## config.mk

```make
export PLATFORM = sky130hd
export DESIGN_NAME = alu_op_sequencer_flat
export DESIGN_NICKNAME = d
export VERILOG_FILES = /design/src/rtl/alu_op_sequencer_pkg.sv /design/src/rtl/alu_op_sequencer_if.sv /design/src/rtl/alu_op_sequencer_lat_counter.sv /design/src/rtl/alu_op_sequencer.sv /design/src/flat_wrapper.sv
export SDC_FILE = /design/constraint.sdc
export NUM_CORES = 1
export LEC_CHECK = 0
export ABC_AREA = 1
export CAP_MARGIN = 10
export CORE_MARGIN = 4
export CORE_UTILIZATION = 41
export CTS_BUF_LIST = sky130_fd_sc_hd__clkbuf_8
export DETAILED_ROUTE_END_ITERATION = 8
export MAX_ROUTING_LAYER = met4
export PLACE_DENSITY = 0.76
export RECOVER_POWER = 25
export SYNTH_ARGS = -nofsm -noshare
export SYNTH_HDL_FRONTEND = slang
export SYNTH_SLANG_ARGS = --single-unit
```

## constraint.sdc

```tcl
create_clock -name clk -period 1.4 [get_ports clk]
set_input_delay 0.21 -clock clk [delete_from_list [all_inputs] [get_ports clk]]
set_output_delay 0.21 -clock clk [all_outputs]
set_load 0.005 [all_outputs]
```

## src/rtl/alu_op_sequencer_pkg.sv

```systemverilog
// rtl/alu_op_sequencer_pkg.sv - shared types, opcode constants and helpers for the op sequencer
package alu_seq_pkg;

  typedef enum logic [1:0] {
    IDLE = 2'd0,
    EXEC = 2'd1,
    HOLD = 2'd2
  } seq_state_e;

  localparam logic [3:0] OP_X1 = 4'b0001;
  localparam logic [3:0] OP_X2 = 4'b0010;
  localparam logic [3:0] OP_X3 = 4'b0011;
  localparam logic [3:0] OP_X4 = 4'b0100;
  localparam logic [3:0] OP_X5 = 4'b0101;
  localparam logic [3:0] OP_X6 = 4'b0110;
  localparam logic [3:0] OP_X7 = 4'b0111;
  localparam logic [3:0] OP_X8 = 4'b0000;

  localparam logic [7:0] DEF_MULTI_MASK = 8'b0110_0000;
  localparam int         DEF_MULTI_LAT  = 4;

  // Only the lower eight codes select a mux leg; anything with the top bit set is unmapped.
  function automatic logic is_illegal_op(input logic [3:0] op);
    return op[3];
  endfunction

endpackage

```

## src/rtl/alu_op_sequencer_if.sv

```systemverilog
// rtl/alu_op_sequencer_if.sv - request/result handshake and mux bundle for the op sequencer
interface alu_op_sequencer_if #(
  parameter int N = 32
);
  logic         flush;
  logic         in_valid;
  logic         in_ready;
  logic [3:0]   in_opcode;
  logic [3:0]   mux_sel;
  logic         unit_start;
  logic [N-1:0] mux_out;
  logic         out_valid;
  logic         out_ready;
  logic [N-1:0] out_result;
  logic         out_err;
  logic         busy;

  modport master (
    output flush, in_valid, in_opcode, mux_out, out_ready,
    input  in_ready, mux_sel, unit_start, out_valid, out_result, out_err, busy
  );

  modport slave (
    input  flush, in_valid, in_opcode, mux_out, out_ready,
    output in_ready, mux_sel, unit_start, out_valid, out_result, out_err, busy
  );
endinterface

```

## src/rtl/alu_op_sequencer_lat_counter.sv

```systemverilog
// rtl/alu_op_sequencer_lat_counter.sv - loadable 4-bit latency down-counter with zero flag
module alu_lat_counter (
  input  logic       clk,
  input  logic       rst_n,
  input  logic       clr_i,
  input  logic       load_i,
  input  logic [3:0] load_val_i,
  input  logic       en_i,
  output logic       zero_o
);

  logic [3:0] count_q;
  logic [3:0] count_d;

  // Clear beats load beats decrement; decrement saturates at zero.
  always_comb begin
    count_d = count_q;
    if (clr_i) begin
      count_d = 4'd0;
    end else if (load_i) begin
      count_d = load_val_i;
    end else if (en_i && (count_q != 4'd0)) begin
      count_d = count_q - 4'd1;
    end
  end

  // Counter register.
  always_ff @(posedge clk or negedge rst_n) begin
    if (!rst_n) begin
      count_q <= 4'd0;
    end else begin
      count_q <= count_d;
    end
  end

  assign zero_o = (count_q == 4'd0);

endmodule

```

## src/rtl/alu_op_sequencer.sv

```systemverilog
// rtl/alu_op_sequencer.sv - issue controller for the execute-stage result mux
module alu_op_sequencer
  import alu_seq_pkg::*;
#(
  parameter int         N          = 32,
  parameter logic [7:0] MULTI_MASK = DEF_MULTI_MASK,
  parameter int         MULTI_LAT  = DEF_MULTI_LAT
) (
  input  logic                clk,
  input  logic                rst_n,
  alu_op_sequencer_if.slave   bus
);

  seq_state_e   state_q, state_d;
  logic [3:0]   mux_sel_q, mux_sel_d;
  logic         unit_start_q, unit_start_d;
  logic         out_valid_q, out_valid_d;
  logic [N-1:0] out_result_q, out_result_d;
  logic         out_err_q, out_err_d;

  logic         in_ready;
  logic         accept;
  logic         op_legal;
  logic         op_multi;
  logic [3:0]   op_lat_m1;
  logic         cnt_clr, cnt_load, cnt_en, cnt_zero;

  // A new op may issue from IDLE, or from HOLD on the same edge the held result retires.
  assign in_ready  = !bus.flush &&
                     ((state_q == IDLE) || ((state_q == HOLD) && bus.out_ready));
  assign accept    = bus.in_valid && in_ready;
  assign op_legal  = !is_illegal_op(bus.in_opcode);
  assign op_multi  = MULTI_MASK[bus.in_opcode[2:0]];
  assign op_lat_m1 = op_multi ? 4'(MULTI_LAT - 1) : 4'd0;

  alu_lat_counter u_lat_counter (
    .clk        (clk),
    .rst_n      (rst_n),
    .clr_i      (cnt_clr),
    .load_i     (cnt_load),
    .load_val_i (op_lat_m1),
    .en_i       (cnt_en),
    .zero_o     (cnt_zero)
  );

  // Next-state and register updates; flush overrides every other transition.
  always_comb begin
    state_d      = state_q;
    mux_sel_d    = mux_sel_q;
    unit_start_d = 1'b0;
    out_valid_d  = out_valid_q;
    out_result_d = out_result_q;
    out_err_d    = out_err_q;
    cnt_clr      = 1'b0;
    cnt_load     = 1'b0;
    cnt_en       = 1'b0;

    if (bus.flush) begin
      state_d     = IDLE;
      out_valid_d = 1'b0;
      out_err_d   = 1'b0;
      cnt_clr     = 1'b1;
    end else begin
      case (state_q)
        EXEC: begin
          if (cnt_zero) begin
            out_result_d = bus.mux_out;
            out_err_d    = 1'b0;
            out_valid_d  = 1'b1;
            state_d      = HOLD;
          end else begin
            cnt_en = 1'b1;
          end
        end
        HOLD: begin
          if (bus.out_ready) begin
            out_valid_d = 1'b0;
            state_d     = IDLE;
          end
        end
        default: ;
      endcase

      if (accept) begin
        if (op_legal) begin
          mux_sel_d    = bus.in_opcode;
          state_d      = EXEC;
          cnt_load     = 1'b1;
          unit_start_d = op_multi;
          out_valid_d  = 1'b0;
        end else begin
          state_d      = HOLD;
          out_result_d = '0;
          out_err_d    = 1'b1;
          out_valid_d  = 1'b1;
        end
      end
    end
  end

  // State and output registers.
  always_ff @(posedge clk or negedge rst_n) begin
    if (!rst_n) begin
      state_q      <= IDLE;
      mux_sel_q    <= 4'b0000;
      unit_start_q <= 1'b0;
      out_valid_q  <= 1'b0;
      out_result_q <= '0;
      out_err_q    <= 1'b0;
    end else begin
      state_q      <= state_d;
      mux_sel_q    <= mux_sel_d;
      unit_start_q <= unit_start_d;
      out_valid_q  <= out_valid_d;
      out_result_q <= out_result_d;
      out_err_q    <= out_err_d;
    end
  end

  assign bus.in_ready   = in_ready;
  assign bus.mux_sel    = mux_sel_q;
  assign bus.unit_start = unit_start_q;
  assign bus.out_valid  = out_valid_q;
  assign bus.out_result = out_result_q;
  assign bus.out_err    = out_err_q;
  assign bus.busy       = (state_q != IDLE);

endmodule

```

## src/flat_wrapper.sv

```systemverilog
// flat-port wrapper written by rule: the top's interface ports become plain ports
module alu_op_sequencer_flat import alu_seq_pkg::*;
#(
  parameter int         N          = 32,
  parameter logic [7:0] MULTI_MASK = DEF_MULTI_MASK,
  parameter int         MULTI_LAT  = DEF_MULTI_LAT
)
  (clk, rst_n, bus_flush, bus_in_valid, bus_in_opcode, bus_mux_out, bus_out_ready, bus_in_ready, bus_mux_sel, bus_unit_start, bus_out_valid, bus_out_result, bus_out_err, bus_busy);
  alu_op_sequencer_if #(.N(N)) bus_i ();
  input  logic clk;
  input  logic rst_n;
  input wire logic [$bits(bus_i.flush)-1:0] bus_flush;
  input wire logic [$bits(bus_i.in_valid)-1:0] bus_in_valid;
  input wire logic [$bits(bus_i.in_opcode)-1:0] bus_in_opcode;
  input wire logic [$bits(bus_i.mux_out)-1:0] bus_mux_out;
  input wire logic [$bits(bus_i.out_ready)-1:0] bus_out_ready;
  output wire logic [$bits(bus_i.in_ready)-1:0] bus_in_ready;
  output wire logic [$bits(bus_i.mux_sel)-1:0] bus_mux_sel;
  output wire logic [$bits(bus_i.unit_start)-1:0] bus_unit_start;
  output wire logic [$bits(bus_i.out_valid)-1:0] bus_out_valid;
  output wire logic [$bits(bus_i.out_result)-1:0] bus_out_result;
  output wire logic [$bits(bus_i.out_err)-1:0] bus_out_err;
  output wire logic [$bits(bus_i.busy)-1:0] bus_busy;
  assign bus_i.flush = bus_flush;
  assign bus_i.in_valid = bus_in_valid;
  assign bus_i.in_opcode = bus_in_opcode;
  assign bus_i.mux_out = bus_mux_out;
  assign bus_i.out_ready = bus_out_ready;
  assign bus_in_ready = bus_i.in_ready;
  assign bus_mux_sel = bus_i.mux_sel;
  assign bus_unit_start = bus_i.unit_start;
  assign bus_out_valid = bus_i.out_valid;
  assign bus_out_result = bus_i.out_result;
  assign bus_out_err = bus_i.out_err;
  assign bus_busy = bus_i.busy;
  alu_op_sequencer #(.N(N), .MULTI_MASK(MULTI_MASK), .MULTI_LAT(MULTI_LAT)) u_core (.clk(clk), .rst_n(rst_n), .bus(bus_i));
endmodule
```

; Word level (Yosys, flattened, before mapping)
; Memory sizes are Yosys's and may differ from the RTL's.
; Index checks and enable logic that the tools add are counted.
[totals]
reg_bits = 44
romBits = 8
input_bits = 41
output_inout_bits = 41
word_cells = 66
n_memories = 1
[classes]
n_addsub = 1
magnitude_cmp = 1
n_eq_ne = 4
n_mux = 36
bitwise_logic = 2
reduce_logical = 14
[memory_table]
columns = memory, depth, word_bits, read_ports, rd_ports_with_merged_regs, wr, line
row1 = (name not given), 8, 1, 1, 0, 0, alu_op_sequencer.sv:33  ; assign op_multi = MULTI_MASK[bus.in_opcode[2:0]];
[op_table]
columns = operator, n
row1 = $mux W32, 4
row2 = $mux W1, 21
row3 = $mux W2, 6
row4 = $mux W4, 3
row5 = $reduce_bool A4 Y1, 2
row6 = $reduce_and A3 Y1, 2
row7 = $logic_and A1 B1 Y1, 4
row8 = $logic_not A4 Y1, 1
row9 = $lt A3 B4 Y1 const B, 1
row10 = $ne A4 B2 Y1 const B, 1
row11 = $ne A4 B3 Y1 const B, 1
row12 = $pmux W2 S2, 1
row13 = $sub A4 B1 Y4 const B, 1
row14 = $reduce_bool A3 Y1, 1
row15 = $eq A2 B1 Y1 const B, 1
row16 = $eq A2 B2 Y1 const B, 1
row17 = $logic_not A2 Y1, 1
row18 = $not A1 Y1, 2
row19 = $pmux W1 S2, 1
row20 = $reduce_bool A2 Y1, 1
row21 = $logic_not A1 Y1, 1
row22 = $logic_or A1 B1 Y1, 1

; Depth between registers and ports, before layout
[depth]
word_depth = 9
ltp_mapped = 9
depth_no_buf = 8

; Modules after synthesis
; Synthesis repeated with hierarchy kept, for this count alone.
[unflattened]
hier_cells = 241
area_unflattened_um2 = 2349.8
[by_module_without_submodules]
columns = module, instances, cells_per_inst, area_per_inst_um2, seq_area_each_um2
row1 = alu_op_sequencer, 1, 199, 2016.9, 975.9
row2 = alu_lat_counter, 1, 42, 332.8, 100.1

; Least setup slack after synthesis
; OpenSTA, ideal clock, no wires.
[synth_path]
path_kind = register -> register
start = register u_core.u_lat_counter.count_q[0]
end = register u_core.out_result_q[1] (netlist: u_core.bus.out_result[1])
setup_ps = 117
arrival_time_ps = 1266
required_ps = 1283
path_slack_ps = 17
path_stages_with_launch = 9
n_path_buf = 1
period_less_slack_ps = 1383
cell_sequence = dfrtp_1 -> inv_1 -> ha_1 -> nand3_2 -> nor2_2 -> nand2_2 -> buf_2 -> nor2_1 -> nor2_1
[synth_via]
elab_chain_len = 5
[synth_rtl]
columns = element, line
row1 = "start, declared", alu_op_sequencer_lat_counter.sv:12  ; logic [3:0] count_q;
row2 = "start signal, assigned", alu_op_sequencer_lat_counter.sv:32  ; count_q <= count_d;
row3 = $logic_not A4 Y1 *, alu_op_sequencer_lat_counter.sv:36  ; assign zero_o = (count_q == 4'd0);
row4 = $mux W32 *, alu_op_sequencer.sv:66  ; if (cnt_zero) begin
row5 = $mux W32 *, alu_op_sequencer.sv:64  ; case (state_q)
row6 = $mux W32, alu_op_sequencer.sv:85  ; if (op_legal) begin
row7 = $mux W32 *, alu_op_sequencer.sv:84  ; if (accept) begin
row8 = "end signal, assigned", alu_op_sequencer.sv:115  ; out_result_q <= out_result_d;
row9 = "end, declared", alu_op_sequencer.sv:18  ; logic [N-1:0] out_result_q, out_result_d;
; Every way passes the cells marked *; elsewhere a longest branch is shown, timed or not.
; A chain may end at the register's enable or synchronous reset.

; Worst setup path in the final report
[layout_path]
start = register u_core.u_lat_counter.count_q[1]
end = register u_core.out_result_q[20] (netlist: u_core.bus.out_result[20])
; Same word-level chain as after synthesis.

==> results.md <==
- Post-synth top cells: 95 x nand2_1, 67 x nor2_1, 43 x dfrtp_1
- Relative slew slack: around three fifths
- DP Cell Count: ~450
- Clock root buffer: clkbuf_8
- GPL Wtd Cong: about 0.88
- Largest cells by area after synthesis: dfrtp_1 51%, nand2_1 17%, nor2_1 12%
- Nets: approximately 450
- Largest family of logic cells by synthesized area: simple AND/OR/NAND/NOR gates
- Post-DP HPWL: around 3.8 mm
- Worst VDD drop: between 0.8 and 0.9 mV
- Pwr dens: around 1600 nW/µm²
- Core Area: just under 5000 µm²
- Die Width: 80.0 µm
- Worst R2R Setup Slack: -0.07 ns
- Fin util: 73.5%
- Most frequent cell after synthesis: nand2_1
- Post-synthesis adder-cell area fraction: around 1.2%
- Worst Setup Slack, final: -0.0701 ns
- First-pass DRT Iterations: 4
- Clock-pin slew on the worst setup and hold paths: ~0.070 ns
- Vias post-DR: around 2100
- Die height: 80.0 µm
- Sequential area share after synthesis: between 50% and 60%
- Row cnt: 25
- Final wirelength: about 5.7 mm
- Vias in the first global route: ~2000
- Area leader, netlist: dfrtp_1
- Largest net degree at the start of global routing: 44
- Synth Area in Compound Gates: approximately 1.2%
- Simple-Gate Fraction of Synth Area: a little under two fifths
- Slowest CP cell: dfrtp_1
- Failing checks: setup timing
- Cell Chain, Critical Path: inv_2, ha_4, nand3_4, nor2_4, nand2_4, clkbuf_16, nand2_1, nand2_1, nor2_1
- Total die area: 6390 µm²
- Worst Path Arrival: between 1.5 and 2 ns
- Fmax: approximately 680 MHz
- GRT overflow: 0
- Mapped Nets: ~340
- Worst Skew: between 0.004 and 0.005 ns
- CP endpoint kind: flip-flop
- Tmin final: 1.47 ns
- Peak fanout along the critical path: 17
- Power, Total: 0.00580 W
- Vias per cell: roughly 4.5
- Synth Flop Type: dfrtp_1
- DRC viols: 0
- First-pass GRT wire length: just under 9 mm
- Distinct cell type count after synthesis: 19
- Mux cell area share after synthesis: 0%
- Hold WC Path Type: in2reg
- Min Hold Slack: 0.488 ns
- Status: finished, violations left
- Worst-margin pin slew: 0.594 ns
- Latest clock arrival within the worst-skew pair: around 0.28 ns
- Mean Syn Cell Area: between 7 and 8 µm²
- Max-cap violations: 0
- Most frequent CP cell: nand2_1
- RSZ-0062 raised after global routing: true
- Share of post-route cells with drive strength above 1: 21.4%
- WS Path Type: reg2reg
- Final TNS setup: -0.831 ns
- Post-synth top area share: just over 50%
- TritonCTS Sinks: 43
- CP Launch Type: flip-flop
- Routed len/inst: 12.1 µm
- Initial DRC count: 66
- TritonCTS Buffers: 5
- Initial Utilization: 43.5%
- Post-synthesis xor/xnor area fraction: 0%
- Cells after Synth: a little under 300
- Asr flop ratio synth: 100%
- CTS max path bufs: 2
- WP buf/inv: 2
- Total GRT Usage: approximately 17%
- Final hold violation count: 0
- Layout area overhead: 68.8%
- # diodes: 0
- Crit share post-route: 105%
- Yosys warnings: 0
- Port bufs: 80
- Netlist area before placement: ~2100 µm²
- Post-route ant nets: 0
- Crit path max-delay family: simple AND/OR/NAND/NOR gates
- Post-synth EDFFs: 0
- Leak pwr: ~2.2 nW
- CTS tree: yes
- Synthesis-stage register bit count: 43
- Io pins: 82
- Layout filler cell count: between 300 and 400
- WP data required: 1.61 ns
- Slew Limit Fails: 0
- H-tree depth: 2
- Final setup fails: 31
- Post-Layout Cell Count: ~470
- Initial antenna violation count: 0
- Largest stage delay on the critical path: 0.40 ns
-- power breakdown --
group	switching [W]	total, W	internal (W)
Sequential	0.000266	0.00204	0.00178
Combinational	0.00133	0.00303	0.00170
Clock	0.000387	0.000722	0.000335
-- cell families after synthesis --
logic type / after synthesis
buffers and inverters: 51
other: 1
AND/OR/NAND/NOR: 191
AO/OA/AOI/OAI: 5
flip-flops: 43
adder cells (fa/ha/maj): 2
-- layer usage --
layer	vias to the layer above	part of all wire [%]	global-route usage [%]
met5	-	0	-
met3	4	8.0	5.64
met2	70	48	29.0
met1	977	43	20.9
met4	0	0.61	3.55
li1	1094	-	-
-- path summary, 6_finish.rpt --
kind	startpoint	endpoint	cells after the start
max	u_core.u_lat_counter.count_q[1]	u_core.bus.out_result[20]	9
min	bus_in_opcode[2]	u_core.bus.mux_sel[2]	3
max reg2reg	u_core.u_lat_counter.count_q[1]	u_core.bus.out_result[20]	9
max in group asynchronous	rst_n	u_core.bus.out_result[19]	3
min in group asynchronous	rst_n	u_core.bus.out_result[28]	3
min reg2reg	u_core.bus.mux_sel[2]	u_core.bus.mux_sel[2]	2
-- worst reg2reg max path, stage by stage, from the launching register on --
cell and delay [ns]:
dfrtp_1 0.40, inv_2 0.09, ha_4 0.15, nand3_4 0.09
nor2_4 0.14, nand2_4 0.12, clkbuf_16 0.20, nand2_1 0.06
nand2_1 0.05, nor2_1 0.10
-- layout make-up --
class                   count  area [µm²]  area share (%)
well taps                  67        83.8            2.34
inverters                  41         156            4.36
repair buffers            116        1200            33.5
multi-input cells         199         986            27.5
clock buffers               5        68.8            1.92
flip-flops and latches     43        1080            30.0
clock inverters             3        12.5           0.349
-- what timing repair did --
| item | CTS | global route |
|---|---|---|
| resized for setup | 6 | 70 |
| pin swaps | 0 | 8 |
| buffers inserted | 1 | 9 |
| hold buffers | 1 | 0 |
| endpoints found under the setup margin | 22 | 72 |
| cloned | 0 | 3 |
| hold endpoints to repair | 43 | 0 |
-- layout by cell type, fill, tap and decap left out, drive strengths merged --
| cell type | netlist | routed |
|---|---|---|
| nor2 | 71 | 71 |
| clkinv | 0 | 1 |
| dfrtp | 43 | 43 |
| a21oi | 4 | 4 |
| buf | 10 | 32 |
| dlygate4sd2 | 0 | 1 |
| nand4 | 6 | 6 |
| nand3 | 14 | 14 |
| ha | 2 | 2 |
| inv | 41 | 43 |
| nand2 | 97 | 97 |
| dlymetal6s2s | 0 | 25 |
| conb | 1 | 1 |
| o21ai | 1 | 1 |
| clkdlybuf4s50 | 0 | 51 |
| clkbuf | 0 | 11 |
| or2 | 1 | 1 |
| nor3 | 2 | 2 |
| dlygate4sd3 | 0 | 1 |
-- state kept, by name (all words and copies together) (netlist names) --
name and cells:
u_core.bus.unit_start 1, u_core.state_q 1, u_core.bus.out_valid 1, u_core.bus.out_err 1, u_core.bus.mux_sel 3, u_core.u_lat_counter.count_q 4, u_core.bus.out_result 32
-- metrics by stage --
| stage | setup WS [ns] | area [µm²] |
|---|---|---|
| finish | -0.0701 | 3580 |
| floorplan | 0.0170 | 2120 |
| detailed placement | -0.268 | 3150 |
| CTS | -0.0229 | 3260 |
| global placement | -0.210 | 3150 |
| global route | -0.155 | 3580 |
No activity file was read; power rests on OpenSTA's default activity.
